[config.mk]
export PLATFORM = sky130hd
export DESIGN_NAME = mem_stage
export DESIGN_NICKNAME = d
export VERILOG_FILES = /design/src/rtl/mem_stage.sv
export SDC_FILE = /design/constraint.sdc
export NUM_CORES = 1
export LEC_CHECK = 0
export CORE_MARGIN = 2
export CORE_UTILIZATION = 46
export CTS_BUF_LIST = sky130_fd_sc_hd__clkbuf_4 sky130_fd_sc_hd__clkbuf_8
export CTS_CLUSTER_SIZE = 25
export DETAILED_ROUTE_END_ITERATION = 6
export PLACE_DENSITY = 0.89
export SETUP_SLACK_MARGIN = 0.5
export SYNTH_ARGS = -nofsm -noshare
export SYNTH_HDL_FRONTEND = slang
export SYNTH_SLANG_ARGS = --single-unit
export TNS_END_PERCENT = 30
[constraint.sdc]
create_clock -name clk -period 2.7 [get_ports clk]
set_input_delay 0.405 -clock clk [delete_from_list [all_inputs] [get_ports clk]]
set_output_delay 0.405 -clock clk [all_outputs]
set_load 0.01 [all_outputs]
[src/rtl/mem_stage.sv]
// rtl/mem_stage.sv - load/store pipeline stage: address check, byte-lane steering and writeback register
module mem_stage #(
    parameter int WORD_DEPTH = 512
) (
    input  logic        clk,
    input  logic        rst,
    input  logic        in_valid,
    output logic        in_ready,
    input  logic [3:0]  in_mem_op,
    input  logic [31:0] in_addr,
    input  logic [31:0] in_store_data,
    input  logic [4:0]  in_wd,
    input  logic        in_wreg,
    input  logic [31:0] in_wdata,
    input  logic        flush,
    output logic        ram_enable,
    output logic        ram_write_en,
    output logic [3:0]  ram_write_sel,
    output logic [31:0] ram_addr,
    output logic [31:0] ram_data_in,
    input  logic [31:0] ram_data_out,
    output logic        wb_valid,
    input  logic        wb_ready,
    output logic [4:0]  wb_wd,
    output logic        wb_wreg,
    output logic [31:0] wb_wdata,
    output logic        wb_exc,
    output logic [31:0] wb_badvaddr
);
    localparam logic [3:0] OP_LB = 4'd1, OP_LBU = 4'd2, OP_LH = 4'd3, OP_LHU = 4'd4, OP_LW = 4'd5;
    localparam logic [3:0] OP_SB = 4'd6, OP_SH = 4'd7, OP_SW = 4'd8;

    typedef enum logic {S_IDLE, S_ACCESS} state_t;

    state_t      state_q;
    logic [3:0]  op_q;
    logic [31:0] addr_q;
    logic [31:0] sdata_q;
    logic [4:0]  wd_q;
    logic        wreg_q;
    logic        wb_valid_q, wb_wreg_q, wb_exc_q;
    logic [4:0]  wb_wd_q;
    logic [31:0] wb_wdata_q, wb_badvaddr_q;

    logic        is_load, is_store, misaligned, out_of_range, illegal, accept;
    logic        in_access, store_q;
    logic [31:0] lane_shift;
    logic [7:0]  sel_byte;
    logic [15:0] sel_half;
    logic [31:0] load_d;

    assign is_load      = (in_mem_op >= OP_LB) && (in_mem_op <= OP_LW);
    assign is_store     = (in_mem_op >= OP_SB) && (in_mem_op <= OP_SW);
    assign misaligned   = (((in_mem_op == OP_LH) || (in_mem_op == OP_LHU) || (in_mem_op == OP_SH)) && in_addr[0])
                        || (((in_mem_op == OP_LW) || (in_mem_op == OP_SW)) && (in_addr[1:0] != 2'b00));
    assign out_of_range = {2'b00, in_addr[31:2]} >= 32'(WORD_DEPTH);
    assign illegal      = (is_load || is_store) && (misaligned || out_of_range);

    // The WB slot must be free (or draining this edge) before accepting, so ACCESS never stalls.
    assign in_ready = rst && (state_q == S_IDLE) && (!wb_valid_q || wb_ready) && !flush;
    assign accept   = in_valid && in_ready;

    assign in_access  = (state_q == S_ACCESS);
    assign store_q    = (op_q >= OP_SB) && (op_q <= OP_SW);
    assign ram_enable = in_access && !flush;
    assign ram_addr   = in_access ? {2'b00, addr_q[31:2]} : 32'd0;

    always_comb begin
        ram_write_en  = 1'b0;
        ram_write_sel = 4'b0000;
        ram_data_in   = 32'd0;
        if (ram_enable) begin
            case (op_q)
                OP_SB: begin
                    ram_write_en  = 1'b1;
                    ram_write_sel = 4'b1000 >> addr_q[1:0];
                    ram_data_in   = {4{sdata_q[7:0]}};
                end
                OP_SH: begin
                    ram_write_en  = 1'b1;
                    ram_write_sel = addr_q[1] ? 4'b0011 : 4'b1100;
                    ram_data_in   = {2{sdata_q[15:0]}};
                end
                OP_SW: begin
                    ram_write_en  = 1'b1;
                    ram_write_sel = 4'b1111;
                    ram_data_in   = sdata_q;
                end
                default: ;
            endcase
        end
    end

    // Big-endian lanes: byte offset k lives at bits [8*(3-k) +: 8].
    assign lane_shift = ram_data_out >> {~addr_q[1:0], 3'b000};
    assign sel_byte   = lane_shift[7:0];
    assign sel_half   = addr_q[1] ? ram_data_out[15:0] : ram_data_out[31:16];

    always_comb begin
        load_d = 32'd0;
        case (op_q)
            OP_LB:   load_d = {{24{sel_byte[7]}}, sel_byte};
            OP_LBU:  load_d = {24'd0, sel_byte};
            OP_LH:   load_d = {{16{sel_half[15]}}, sel_half};
            OP_LHU:  load_d = {16'd0, sel_half};
            OP_LW:   load_d = ram_data_out;
            default: load_d = 32'd0;
        endcase
    end

    always_ff @(posedge clk or negedge rst) begin
        if (!rst) begin
            state_q       <= S_IDLE;
            op_q          <= 4'd0;
            addr_q        <= 32'd0;
            sdata_q       <= 32'd0;
            wd_q          <= 5'd0;
            wreg_q        <= 1'b0;
            wb_valid_q    <= 1'b0;
            wb_wd_q       <= 5'd0;
            wb_wreg_q     <= 1'b0;
            wb_wdata_q    <= 32'd0;
            wb_exc_q      <= 1'b0;
            wb_badvaddr_q <= 32'd0;
        end else if (flush) begin
            state_q    <= S_IDLE;
            wb_valid_q <= 1'b0;
        end else begin
            case (state_q)
                S_IDLE: begin
                    if (accept) begin
                        if ((is_load || is_store) && !illegal) begin
                            state_q    <= S_ACCESS;
                            op_q       <= in_mem_op;
                            addr_q     <= in_addr;
                            sdata_q    <= in_store_data;
                            wd_q       <= in_wd;
                            wreg_q     <= in_wreg;
                            wb_valid_q <= 1'b0;
                        end else begin
                            wb_valid_q    <= 1'b1;
                            wb_wd_q       <= in_wd;
                            wb_wreg_q     <= illegal ? 1'b0 : in_wreg;
                            wb_wdata_q    <= in_wdata;
                            wb_exc_q      <= illegal;
                            wb_badvaddr_q <= illegal ? in_addr : 32'd0;
                        end
                    end else if (wb_valid_q && wb_ready) begin
                        wb_valid_q <= 1'b0;
                    end
                end
                S_ACCESS: begin
                    state_q       <= S_IDLE;
                    wb_valid_q    <= 1'b1;
                    wb_wd_q       <= wd_q;
                    wb_wreg_q     <= store_q ? 1'b0 : wreg_q;
                    wb_wdata_q    <= store_q ? 32'd0 : load_d;
                    wb_exc_q      <= 1'b0;
                    wb_badvaddr_q <= 32'd0;
                end
                default: state_q <= S_IDLE;
            endcase
        end
    end

    assign wb_valid    = wb_valid_q;
    assign wb_wd       = wb_wd_q;
    assign wb_wreg     = wb_wreg_q;
    assign wb_wdata    = wb_wdata_q;
    assign wb_exc      = wb_exc_q;
    assign wb_badvaddr = wb_badvaddr_q;
endmodule

==> results.md, run 1 <==
- The run finished, with violations left.
- The checks that failed: DRC.
- The number of sinks on the clock net is 147.
- The final core utilization is 0.7156.
- The worst-case setup margin in the final layout is 326.4 ps.
- The number of top-level pins is 286.
- After synthesis, the mean cell area works out to 12.09 um^2.
- The final non-filler cell area is 0.01129 mm^2.
- The congestion estimate from routability-driven global placement came to 0.8463.
- The number of buffers created by CTS is 17.
- The clock latency of the later-clocked register in the worst-skew pair is 460 ps.
- Compared with the post-synthesis result, the final layout area differs by 53.58%.
- The data arrival time of the critical path is 2760 ps.
- Setup repair after global routing could not meet its margin everywhere.
- The die is 130.4 um tall.
- Across every metal layer, demand over resource in global routing totals 0.2816.
- After layout, the minimum clock period comes to 2374 ps.
- The top cell types in the final layout, fill and taps aside, are sky130_fd_sc_hd__clkdlybuf4s50_1 (233), sky130_fd_sc_hd__dfrtp_1 (143), sky130_fd_sc_hd__mux2_1 (58).
- OpenSTA, run right after detailed placement, puts the worst setup slack at -147.7 ps.
- The floorplan has 46 rows.
- In this run the critical register-to-register path is launched from in_access$_DFF_PN0_.
- The initial core utilization is 0.4660.
- Counting flops with an async set or reset pin after synthesis yields a share of 1.000.
- The maximum single-stage delay on the critical path is 560 ps.
- The area used by sequential logic in the layout is 0.003684 mm^2.
- The floorplan step defined a die boundary enclosing 0.01700 mm^2.
- The most common cell after layout, fill and taps aside is sky130_fd_sc_hd__clkdlybuf4s50_1.
- Along the worst hold path, the cell count comes to 1.
- The worst hold path begins at addr_q[15]$_DFFE_PN0P_.
- The violation count after the first detailed-routing iteration is 357.
- The number of cells in the design after placement is 1,093.
- Synthesis instantiated 57 different standard cells from the library.
- The critical path's slowest cell is sky130_fd_sc_hd__clkdlybuf4s50_1.
- The via count of the first global-routing pass was 6,394.
- The detailed placement HPWL is 16.79 mm.
- The tool flagged a number of max-cap violations equal to 0.
- Wires add up to 24.71 mm.
- STA classifies the critical path endpoint as a flip-flop.
- The worst max-slew margin expressed relative to the limit is 0.2410.
- The fraction of final layout cells with drive strength greater than 1 is 0.2263.
- After filler insertion, the fill cell instance count of the layout stands at 1,115.
- The min-delay analysis places its worst path in the category reg2reg.
- TritonCTS built the clock tree.
- The worst endpoint required time is 3080 ps.
- The maximum buffer depth of the clock tree is 2.
- The number of enable flip-flop cells after synthesis is 0.
- The first-pass GRT wire length is 35.93 mm.
- The most common cell type on the critical path is sky130_fd_sc_hd__buf_4.
- In this run the standard cell core region covers 0.01577 mm^2.
- Hold timing on the final database bottoms out at a slack of 487.0 ps.
- The reg-to-reg setup timing slack is 460 ps.
- The signal on the critical path passes through clkdlybuf4s50_1 > or3b_1 > o32ai_4 > buf_4 > nor4_4 > o21ai_4 > clkbuf_16 > buf_4 > buf_4 > mux2i_1.
- The leakage power total is 5.251 nW.
- Power spread over the standard cell area amounts to 487.7 mW/mm^2.
- The routed length per placed instance is 21.60 um.
- The initial antenna violation count is 0.
- The largest net degree at the start of global routing is 64.
- The final worst-path cycle share is 0.8791.
- The area share of the largest cell type after synthesis is 0.5006.
- The worst reg2reg path endpoint is wb_wdata[0]$_DFFE_PN0P_.
- At the pin with the least slew margin, the transition time is 1130 ps.
- The count of final max-slew check failures is 0.
- The repair_antennas step left the layout with diodes totalling 0.
- Based on the critical path, the design can be clocked at up to 421.3 MHz.
- Among all flip-flop cells after synthesis, the most frequent one is sky130_fd_sc_hd__dfrtp_1.
- Once placement finished, the instance area stood at 0.01056 mm^2.
- In the final layout, the multi-input gates occupy 0.003488 mm^2.
- Counting cells, the worst reg-to-reg path comes to 9.
- In the routed layout, each cell is associated on average with a via count of 5.606.
- For the final database, setup skew stands at 10.45 ps.
- Adding up every negative setup slack in the final design gives 0 ps.
- The residual DRC count is 2.
- Input and output buffers added on the ports amount to 283.
- The kind of critical path is in2reg.
- The cell taking the most area after synthesis is sky130_fd_sc_hd__dfrtp_1.
- The hold violation total from the final report came to 0.
- The width of the die is 130.4 um.
- The H-tree depth reported by CTS is 4.
- The category of the worst setup path launch point is a primary input.
- Counting flops and latches in the post-synthesis netlist gives 147.
- The endpoint of the worst hold path is addr_q[15]$_DFFE_PN0P_.
- The sequential area share after synthesis is 0.5006.
- CTS placed an instance of sky130_fd_sc_hd__clkbuf_8 at the clock tree root.
- The count of nets left with antenna violations once routing finished came out at 0.
- Summing every instance area after synthesis gives 0.007348 mm^2.
- The total congestion overflow is 0.
- Sorting the synthesized cells by area gives the leading types as sky130_fd_sc_hd__dfrtp_1 (50%), sky130_fd_sc_hd__mux2_1 (8.9%), sky130_fd_sc_hd__and2_1 (5.2%), sky130_fd_sc_hd__a22o_1 (4.9%), sky130_fd_sc_hd__mux2_2 (4.1%).
- Clock-pin slew was measured on the worst setup and hold paths at 90 ps.
- The number of warnings reported in the yosys synthesis log is 0.
- The design draws 5.504 mW.
- The count of TritonRoute iterations in the first routing pass is 7.
- The count of cells in the finished layout, fillers not included, comes to 1,144.
- The final-report setup violation count is 0.
- The detailed router placed 6,413 vias in this run.
- The final layout contains 1,059 nets.
- The worst IR drop on VDD is 275.4 uV.
- The cell count after synthesis is 608.
- In this run the worst path has a maximum fanout of 11.
state kept, by name, indices dropped and copies added, names as in the netlist:
name	flops
wb_exc	1
wb_valid	1
wb_wd	5
wb_badvaddr	32
op_q	4
wb_wreg	1
in_access	1
wd_q	5
wb_wdata	32
sdata_q	32
addr_q	32
wreg_q	1
synth_stat cells (all sizes together), types with 3 or more instances:
master / count
mux2i: 8
mux4: 9
nand2: 29
nor2: 21
dfrtp: 147
mux2: 95
a221o: 23
a22oi: 8
inv: 20
o21ai: 12
nor2b: 8
and2: 61
buf: 29
clkbuf: 20
a21oi: 19
a22o: 41
a222oi: 8
nand2b: 6
nor3: 7
nor4: 5
nand4b: 3
area by class of cell:
type | count | area share
multi-input cells | 393 | 0.3091
clock inverters | 12 | 0.01319
well taps | 216 | 0.02395
inverters | 21 | 0.006984
repair buffers | 336 | 0.2978
flip-flops and latches | 147 | 0.3264
clock buffers | 19 | 0.02262
per-layer routing:
metal	track usage	up-vias	routed length, um
met5	0	-	0
met4	0.1020	0	604
met3	0.08998	51	2447
met2	0.4767	323	12180
met1	0.3405	3205	9480
li1	-	2834	-
how the worst max path moves through the flow:
stage	start	to	cells past startpoint
after global placement	in_mem_op[2]	wb_badvaddr[14]$_DFFE_PN0P_	6
after floorplan	op_q[2]$_DFFE_PN0P_	ram_data_in[0]	7
after detailed placement	in_mem_op[2]	wb_badvaddr[25]$_DFFE_PN0P_	6
after CTS	op_q[1]$_DFFE_PN0P_	ram_data_in[9]	6
final	in_mem_op[2]	wb_wdata[0]$_DFFE_PN0P_	10
after global routing	in_mem_op[2]	wb_wdata[0]$_DFFE_PN0P_	10
report_power, final:
part	internal (mW)	leakage [nW]	switching, mW
clock	0.874	0.197	0.944
sequential	2.40	1.94	0.116
combinational	0.737	3.12	0.435
critical path, delay by kind of cell:
family                 cells  cell delay [ps]
and+or+nand+nor            2              460
AOI/OAI and AO/OA          2              410
muxes                      1              160
buffers and inverters      5             1320
cell families (layout without fill, tap and decap cells):
| logic type | count (synthesis) | in the layout | share of synthesized area |
|---|---|---|---|
| other cells | 1 | 2 | 0.0005103 |
| flops | 147 | 147 | 0.5006 |
| buf+inv | 70 | 388 | 0.04648 |
| xor+xnor | 3 | 3 | 0.003576 |
| simple gates | 153 | 154 | 0.1262 |
| mux | 112 | 112 | 0.1892 |
| compound gates | 122 | 122 | 0.1335 |
what timing repair did:
| item | in CTS | in global routing |
|---|---|---|
| resized for setup | 164 | 46 |
| cloned | 2 | 4 |
| setup buffers | 2 | 11 |
| hold endpoints to repair | 17 | 0 |
| endpoints found under the setup margin | 124 | 195 |
| pin swaps | 3 | 10 |
| hold buffers | 1 | 0 |
Note: power is estimated with default switching activity, not from simulation.
==> run 2, diff against run 1 <==
Settings changed: CORE_ASPECT_RATIO from default to 0.75.
==> run 2 against run 1 <==
  * The run now ends clean
  * Worst hold slack worse by 400 ps
  * Sequential cell count unchanged
  * Clock power up 3%
  * First-iteration DRC count up 43%
  * Sequential share of layout area up 0.051 points
  * Wire length down 1.9%
  * Worst setup slack better by 59 ps
  * Largest cell class unchanged
  * Count of clock-buffer cells in the layout down 1
==> results.md, run 2 (same netlist as run 1, synthesis figures left out) <==
- The internal power component is 4.083 mW (was 4.008 mW).
- The worst endpoint required time is 2300 ps (was 3080 ps).
- The fraction of final layout cells with drive strength greater than 1 is 0.2530 (was 0.2263).
- The number of nets at the end of the flow is 1,059 (unchanged).
- The switching fraction of total power was 0.2632 (was 0.2717).
- The standard cell area after detailed placement was 0.01052 mm^2 (was 0.01056 mm^2).
- The detailed placement HPWL is 16.28 mm (was 16.79 mm).
- The hold buffer count at CTS is 0 (was 1).
- The net switching power figure is 1.459 mW (was 1.496 mW).
- The port buffer count is 283 (unchanged).
- The final total negative setup slack is 0 ps (unchanged).
- The number of buffers created by CTS came to 17 (unchanged).
- The count of standard-cell rows came to 39 (was 46).
- The category of the worst setup path capture point is an output pin (was flip-flop).
- The worst-case setup margin in the final layout is 385.3 ps (was 326.4 ps).
- The initial antenna violation count was 0 (unchanged).
- The largest net degree at the start of global routing was 148 (was 64).
- The cell depth of the worst flop-to-flop path came to 7 (was 9).
- The routed length per placed instance is 21.38 um (was 21.60 um).
- The worst setup slack before clock tree synthesis is 5.493 ps (was -147.7 ps).
- The clock transition at the registers of the reported paths came to 90 ps (about the same).
- The total number of vias is 6,334 (was 6,413).
- The number of top-level pins is 286 (unchanged).
- The count of final max-slew check failures was 0 (unchanged).
- The maximum clock skew at final layout is 11.12 ps (was 10.45 ps).
- Critical path, cell by cell: nor3_2 > and2_4 > buf_12 > nor2_4 > nor2_4 > buf_6 > and2_4 > buf_6 (was clkdlybuf4s50_1 > or3b_1 > o32ai_4 > buf_4 > nor4_4 > o21ai_4 > clkbuf_16 > buf_4 > buf_4 > mux2i_1).
- The die height is 113.5 um (was 130.4 um).
- The capture point of the worst path is ram_data_in[2] (was wb_wdata[0]$_DFFE_PN0P_).
- The total core area is 0.01542 mm^2 (was 0.01577 mm^2).
- The most common cell after layout, fill and taps aside was sky130_fd_sc_hd__clkdlybuf4s50_1 (unchanged).
- The class of the tightest hold or removal check is in2async (was reg2reg).
- Run status: finished clean (was finished with violations).
- The maximum single-stage delay on the critical path came to 420 ps (was 560 ps).
- The signed area change from the synthesized netlist to the final layout is 53.35% (was 53.58%).
- The part of the total power dissipated in combinational logic is 0.210 (was 0.213).
- The areal power density over the cells is 491.8 mW/mm^2 (was 487.7 mW/mm^2).
- The category of the worst setup path launch point is a flip-flop (was primary input).
- The fill cell total of the finished layout is 1,052 (was 1,115).
- The highest net fanout along the worst path came to 6 (was 11).
- The clock tree root buffer cell is sky130_fd_sc_hd__clkbuf_8 (unchanged).
- The wire length after detailed routing came to 24.25 mm (was 24.71 mm).
- The achievable clock frequency was 432.0 MHz (was 421.3 MHz).
- The initial core utilization is 0.4765 (was 0.4660).
- The area of the die was 0.01701 mm^2 (was 0.01700 mm^2).
- The H-tree depth reported by CTS came to 4 (unchanged).
- The count of TritonRoute iterations in the first routing pass is 7 (unchanged).
- The global-route total usage across every layer came to 0.2787 (was 0.2816).
- The hold violation total from the final report came to 0 (unchanged).
- The clock latency of the later-clocked register in the worst-skew pair is 450 ps (was 460 ps).
- The clock tree from TritonCTS is done (unchanged).
- The worst IR drop on VDD came to 281.5 uV (was 275.4 uV).
- The kind of critical path is reg2out (was in2reg).
- The number of sinks on the clock net came to 147 (unchanged).
- The first-pass GRT wire length was 36.31 mm (was 35.93 mm).
- The final non-filler cell area is 0.01127 mm^2 (was 0.01129 mm^2).
- The residual DRC count is 0 (was 2).
- The clock period minus final worst setup slack is 2315 ps (was 2374 ps).
- The launching point of the worst reg2reg path is op_q[2]$_DFFE_PN0P_ (was in_access$_DFF_PN0_).
- The beginning of the critical path is op_q[2]$_DFFE_PN0P_ (was in_mem_op[2]).
- The via count of the first global-routing pass was 6,478 (was 6,394).
- The number of antenna diodes is 0 (unchanged).
- The number of antenna-violating nets in the routed design was 0 (unchanged).
- The leakage power total is 5.050 nW (was 5.251 nW).
- The final worst-path cycle share is 0.8573 (was 0.8791).
- The routability congestion estimate is 0.8457 (was 0.8463).
- Commonest cells after routing, fill and taps aside: sky130_fd_sc_hd__clkdlybuf4s50_1 (244), sky130_fd_sc_hd__dfrtp_1 (143), sky130_fd_sc_hd__mux2_1 (58) (was sky130_fd_sc_hd__clkdlybuf4s50_1 (233), sky130_fd_sc_hd__dfrtp_1 (143), sky130_fd_sc_hd__mux2_1 (58)).
- The reported max-cap violation count is 0 (unchanged).
- The worst max-slew margin expressed relative to the limit is 0.2334 (was 0.2410).
- The portion of total power attributed to sequential cells is 0.453 (was 0.457).
- The final-report setup violation count was 0 (unchanged).
- The violation count after the first detailed-routing iteration is 510 (was 357).
- The final core utilization is 0.7308 (was 0.7156).
- The worst reg2reg path endpoint is wb_wdata[10]$_DFFE_PN0P_ (was wb_wdata[0]$_DFFE_PN0P_).
- The data arrival time of the critical path is 1910 ps (was 2760 ps).
- The slew of the pin with the lowest slew margin came to 1141 ps (was 1130 ps).
- The width of the die is 149.9 um (was 130.4 um).
- The maximum buffer depth of the clock tree is 2 (unchanged).
- The part of the total power dissipated in the clock network was 0.337 (was 0.330).
- The worst hold slack was 90.13 ps (was 487.0 ps).
- The detail-routed via count per cell was 5.586 (was 5.606).
- The reg-to-reg setup timing slack is 460 ps (about the same).
- Setup repair after global routing missed its margin: yes (unchanged).
- The total congestion overflow is 0 (unchanged).
- The critical path's slowest cell is sky130_fd_sc_hd__dfrtp_1 (was sky130_fd_sc_hd__clkdlybuf4s50_1).
## run 2: what timing repair did
action	4_1_cts	5_1_grt
pin swaps	17	17
setup endpoints to repair	93	158
setup buffers	11	7
cloned	3	2
hold endpoints to repair	0	0
resized for setup	204	24
## run 2: how the worst min path moves through the flow
stage | from | endpoint | depth (start not counted)
floorplan | rst | addr_q[0]$_DFFE_PN0P_ | 0
global placement | wb_exc$_DFFE_PN0P_ | wb_exc$_DFFE_PN0P_ | 1
detailed placement | addr_q[12]$_DFFE_PN0P_ | addr_q[12]$_DFFE_PN0P_ | 1
CTS | rst | addr_q[23]$_DFFE_PN0P_ | 2
global route | rst | addr_q[29]$_DFFE_PN0P_ | 2
finish | rst | addr_q[29]$_DFFE_PN0P_ | 2
## run 2: metal layers
layer  share of wire  wire length, um  global-route usage  up-vias
met5               0                0                   0        -
met2            0.48            11670              0.4524      334
li1                -                -                   -     2829
met4           0.015              365             0.07987        0
met3           0.086             2090             0.07280       35
met1            0.42            10120              0.3718     3136
## run 2: critical path: cells and delay by family (launching register included)
kind	cells	cell delay (ps)
DFF	1	420
and+or+nand+nor	5	690
buffers and inverters	3	340
## run 2: power groups by stage
stage | clock network [mW] | logic (mW) | registers, mW
finish | 1.87 | 1.16 | 2.51
global route | 2.02 | 1.23 | 2.53
CTS | 1.90 | 1.16 | 2.51
detailed placement | 0 | 1.15 | 2.55
global placement | 0 | 1.13 | 2.54
floorplan | 0 | 0.281 | 2.64
## run 2: area by class of cell
| cell class | count | area (um^2) | share of cell area |
|---|---|---|---|
| clock buffer | 18 | 247.7 | 0.02199 |
| sequential | 147 | 3684 | 0.3269 |
| multi-input combinational | 392 | 3523 | 0.3127 |
| clock inverter | 14 | 176.4 | 0.01566 |
| tap | 205 | 256.5 | 0.02276 |
| timing repair buffer | 337 | 3302 | 0.2930 |
| inverter | 21 | 78.83 | 0.006995 |
## run 2: through the flow
| stage | cells | power [mW] |
|---|---|---|
| 2_1_floorplan | 609 | 2.917 |
| 3_3_place_gp | 1079 | 3.666 |
| 3_5_place_dp | 1079 | 3.704 |
| 4_1_cts | 1125 | 5.573 |
| 5_1_grt | 1134 | 5.780 |
| 6_report | 1134 | 5.541 |
==> run 3, diff against run 2 <==
Settings changed: TNS_END_PERCENT 30 to 50.
==> run 3 against run 2 <==
  * Worst hold slack improved by 32 ps
  * Sequential power hardly changed
  * Clock skew rose by 2.1 ps
  * Non-clock buffer count is 4 higher
  * Critical endpoint unchanged
  * Sequential share of layout area fell by 0.34 points
  * Cell count up 0.35%
  * Global-route usage hardly changed
  * Count of clock-buffer cells in the layout did not move
  * Power grew 0.22%
  * Cell area increased by 1.1%
  * Via count increased by 0.76%
==> results.md, run 3 (same netlist as run 1, synthesis figures left out) <==
- The capture point of the worst path is ram_data_in[2] (unchanged).
- The worst hold slack is 122.2 ps (was 90.13 ps).
- The reg-to-reg setup timing slack was 450 ps (was 460 ps).
- The largest net degree at the start of global routing came to 148 (unchanged).
- The detail-routed via count per cell came to 5.608 (was 5.586).
- The port buffer count came to 283 (unchanged).
- The area used by sequential logic in the layout is 0.003684 mm^2 (unchanged).
- The portion of total power attributed to sequential cells is 0.452 (was 0.453).
- The worst IR drop on VDD is 281.6 uV (was 281.5 uV).
- The global-route total usage across every layer came to 0.2788 (was 0.2787).
- The slew of the pin with the lowest slew margin is 1146 ps (was 1141 ps).
- Setup repair after global routing missed its margin: yes (unchanged).
- The final non-filler cell area is 0.01139 mm^2 (was 0.01127 mm^2).
- The net switching power figure is 1.467 mW (was 1.459 mW).
- The maximum single-stage delay on the critical path came to 430 ps (was 420 ps).
- The number of nets at the end of the flow is 1,063 (was 1,059).
- Commonest cells after routing, fill and taps aside: sky130_fd_sc_hd__clkdlybuf4s50_1 (241), sky130_fd_sc_hd__dfrtp_1 (143), sky130_fd_sc_hd__mux2_1 (58) (was sky130_fd_sc_hd__clkdlybuf4s50_1 (244), sky130_fd_sc_hd__dfrtp_1 (143), sky130_fd_sc_hd__mux2_1 (58)).
- The total core area is 0.01542 mm^2 (unchanged).
- The routed length per placed instance is 21.71 um (was 21.38 um).
- The number of cells in the design after placement is 1,079 (unchanged).
- The worst reg2reg path endpoint is wb_wdata[2]$_DFFE_PN0P_ (was wb_wdata[10]$_DFFE_PN0P_).
- The count of buffering cells on the critical path with inverters included is 3 (unchanged).
- The beginning of the critical path is op_q[2]$_DFFE_PN0P_ (unchanged).
- The worst endpoint required time came to 2300 ps (about the same).
- The total number of vias is 6,382 (was 6,334).
- The maximum buffer depth of the clock tree is 2 (unchanged).
- The die height was 113.5 um (unchanged).
- The wire length after detailed routing is 24.71 mm (was 24.25 mm).
- The fraction of final layout cells with drive strength greater than 1 was 0.2594 (was 0.2530).
- The clock tree from TritonCTS is done (unchanged).
- The highest net fanout along the worst path is 6 (unchanged).
- The count of placed standard cells in the final layout, fillers left out is 1,138 (was 1,134).
- The residual DRC count is 0 (unchanged).
- The kind of critical path was reg2out (unchanged).
- The most common cell after layout, fill and taps aside was sky130_fd_sc_hd__clkdlybuf4s50_1 (unchanged).
- The part of the total power dissipated in the clock network is 0.337 (about the same).
- The initial antenna violation count came to 0 (unchanged).
- The routability congestion estimate was 0.8457 (unchanged).
- The number of top-level pins is 286 (unchanged).
- The area of the die is 0.01701 mm^2 (unchanged).
- The via count of the first global-routing pass is 6,484 (was 6,478).
- The clock latency of the later-clocked register in the worst-skew pair is 450 ps (about the same).
- The hold violation total from the final report is 0 (unchanged).
- The clock transition at the registers of the reported paths is 90 ps (about the same).
- Critical path, cell by cell: nor3_2 > and2_4 > buf_12 > nor2_4 > nor2_4 > buf_6 > and2_4 > buf_6 (unchanged).
- The areal power density over the cells is 487.7 mW/mm^2 (was 491.8 mW/mm^2).
- The violation count after the first detailed-routing iteration is 448 (was 510).
- The final-report setup violation count came to 0 (unchanged).
- The category of the worst setup path launch point was a flip-flop (unchanged).
- The data arrival time of the critical path is 1920 ps (was 1910 ps).
- The achievable clock frequency is 430.9 MHz (was 432.0 MHz).
- The total congestion overflow is 0 (unchanged).
- The number of antenna diodes is 0 (unchanged).
- The count of final max-slew check failures is 0 (unchanged).
- The final total negative setup slack came to 0 ps (unchanged).
- The number of antenna-violating nets in the routed design is 0 (unchanged).
- The hold buffer count at CTS is 0 (unchanged).
- The fill cell total of the finished layout came to 1,049 (was 1,052).
- The internal power component was 4.087 mW (was 4.083 mW).
- The number of buffers created by CTS is 17 (unchanged).
- The first-pass GRT wire length was 36.31 mm (about the same).
- The cell depth of the worst flop-to-flop path is 6 (was 7).
- The number of stages on the worst setup path is 8 (unchanged).
- The worst max-slew margin expressed relative to the limit is 0.2304 (was 0.2334).
- The launching point of the worst reg2reg path is op_q[1]$_DFFE_PN0P_ (was op_q[2]$_DFFE_PN0P_).
- The count of TritonRoute iterations in the first routing pass came to 7 (unchanged).
- The maximum clock skew at final layout was 13.24 ps (was 11.12 ps).
- The leakage power total is 5.144 nW (was 5.050 nW).
- The kind of cell adding the most delay to the critical path is simple AND/OR/NAND/NOR gates (unchanged).
- The detailed placement HPWL was 16.28 mm (unchanged).
- The standard cell area after detailed placement was 0.01052 mm^2 (unchanged).
- The H-tree depth reported by CTS is 4 (unchanged).
- The final core utilization was 0.7385 (was 0.7308).
- The part of the total power dissipated in combinational logic is 0.211 (was 0.210).
- The initial core utilization is 0.4765 (unchanged).
- The width of the die is 149.9 um (unchanged).
- The final worst-path cycle share is 0.8596 (was 0.8573).
- The area of the multi-input gates was 0.003558 mm^2 (was 0.003523 mm^2).
- The signed area change from the synthesized netlist to the final layout came to 54.96% (was 53.35%).
- The class of the tightest hold or removal check is in2async (unchanged).
- The clock tree root buffer cell is sky130_fd_sc_hd__clkbuf_8 (unchanged).
- The switching fraction of total power came to 0.2641 (was 0.2632).
- The clock period minus final worst setup slack came to 2321 ps (was 2315 ps).
- The critical path's slowest cell is sky130_fd_sc_hd__dfrtp_1 (unchanged).
- Run status: finished clean (unchanged).
- The number of sinks on the clock net is 147 (unchanged).
- The count of standard-cell rows is 39 (unchanged).
- The category of the worst setup path capture point is an output pin (unchanged).
- The reported max-cap violation count is 0 (unchanged).
==> run 3: worst min path at each step <==
stage                              to  slack (ps)
2_1_floorplan   addr_q[0]$_DFFE_PN0P_         110
3_3_place_gp       wb_exc$_DFFE_PN0P_         460
3_5_place_dp   addr_q[12]$_DFFE_PN0P_         460
4_1_cts        addr_q[23]$_DFFE_PN0P_         160
5_1_grt        addr_q[29]$_DFFE_PN0P_         150
6_report       addr_q[29]$_DFFE_PN0P_         120
==> run 3: cell type report <==
type,count,area share
clock inverter,14,0.01549
sequential,147,0.3235
inverter,21,0.006922
tap,205,0.02252
clock buffer,18,0.02176
multi-input combinational,392,0.3125
timing repair buffer,341,0.2973
==> run 3: what timing repair did <==
action,in CTS,in global routing
gates resized for setup,205,34
cloned,3,4
pin swaps,17,20
buffers inserted,11,9
setup endpoints to repair,93,158
==> run 3: per-layer routing <==
layer,routed length [um],track usage
met1,10350,0.3718
met5,0,0
met3,2072,0.07280
met4,451,0.07987
met2,11830,0.4527
==> run 3: stage by stage <==
step | power [mW] | setup slack [ps]
after CTS | 5.573 | 357.0
after global placement | 3.666 | 65.86
after floorplan | 2.917 | 567.8
final | 5.554 | 379.0
after global routing | 5.789 | 274.8
after detailed placement | 3.704 | 5.493
==> run 3: power groups by stage <==
stage / Sequential, mW / Combinational, mW / Clock (mW)
6_report: 2.51 / 1.17 / 1.87
2_1_floorplan: 2.64 / 0.281 / 0
3_3_place_gp: 2.54 / 1.13 / 0
3_5_place_dp: 2.55 / 1.15 / 0
5_1_grt: 2.53 / 1.24 / 2.02
4_1_cts: 2.51 / 1.16 / 1.90
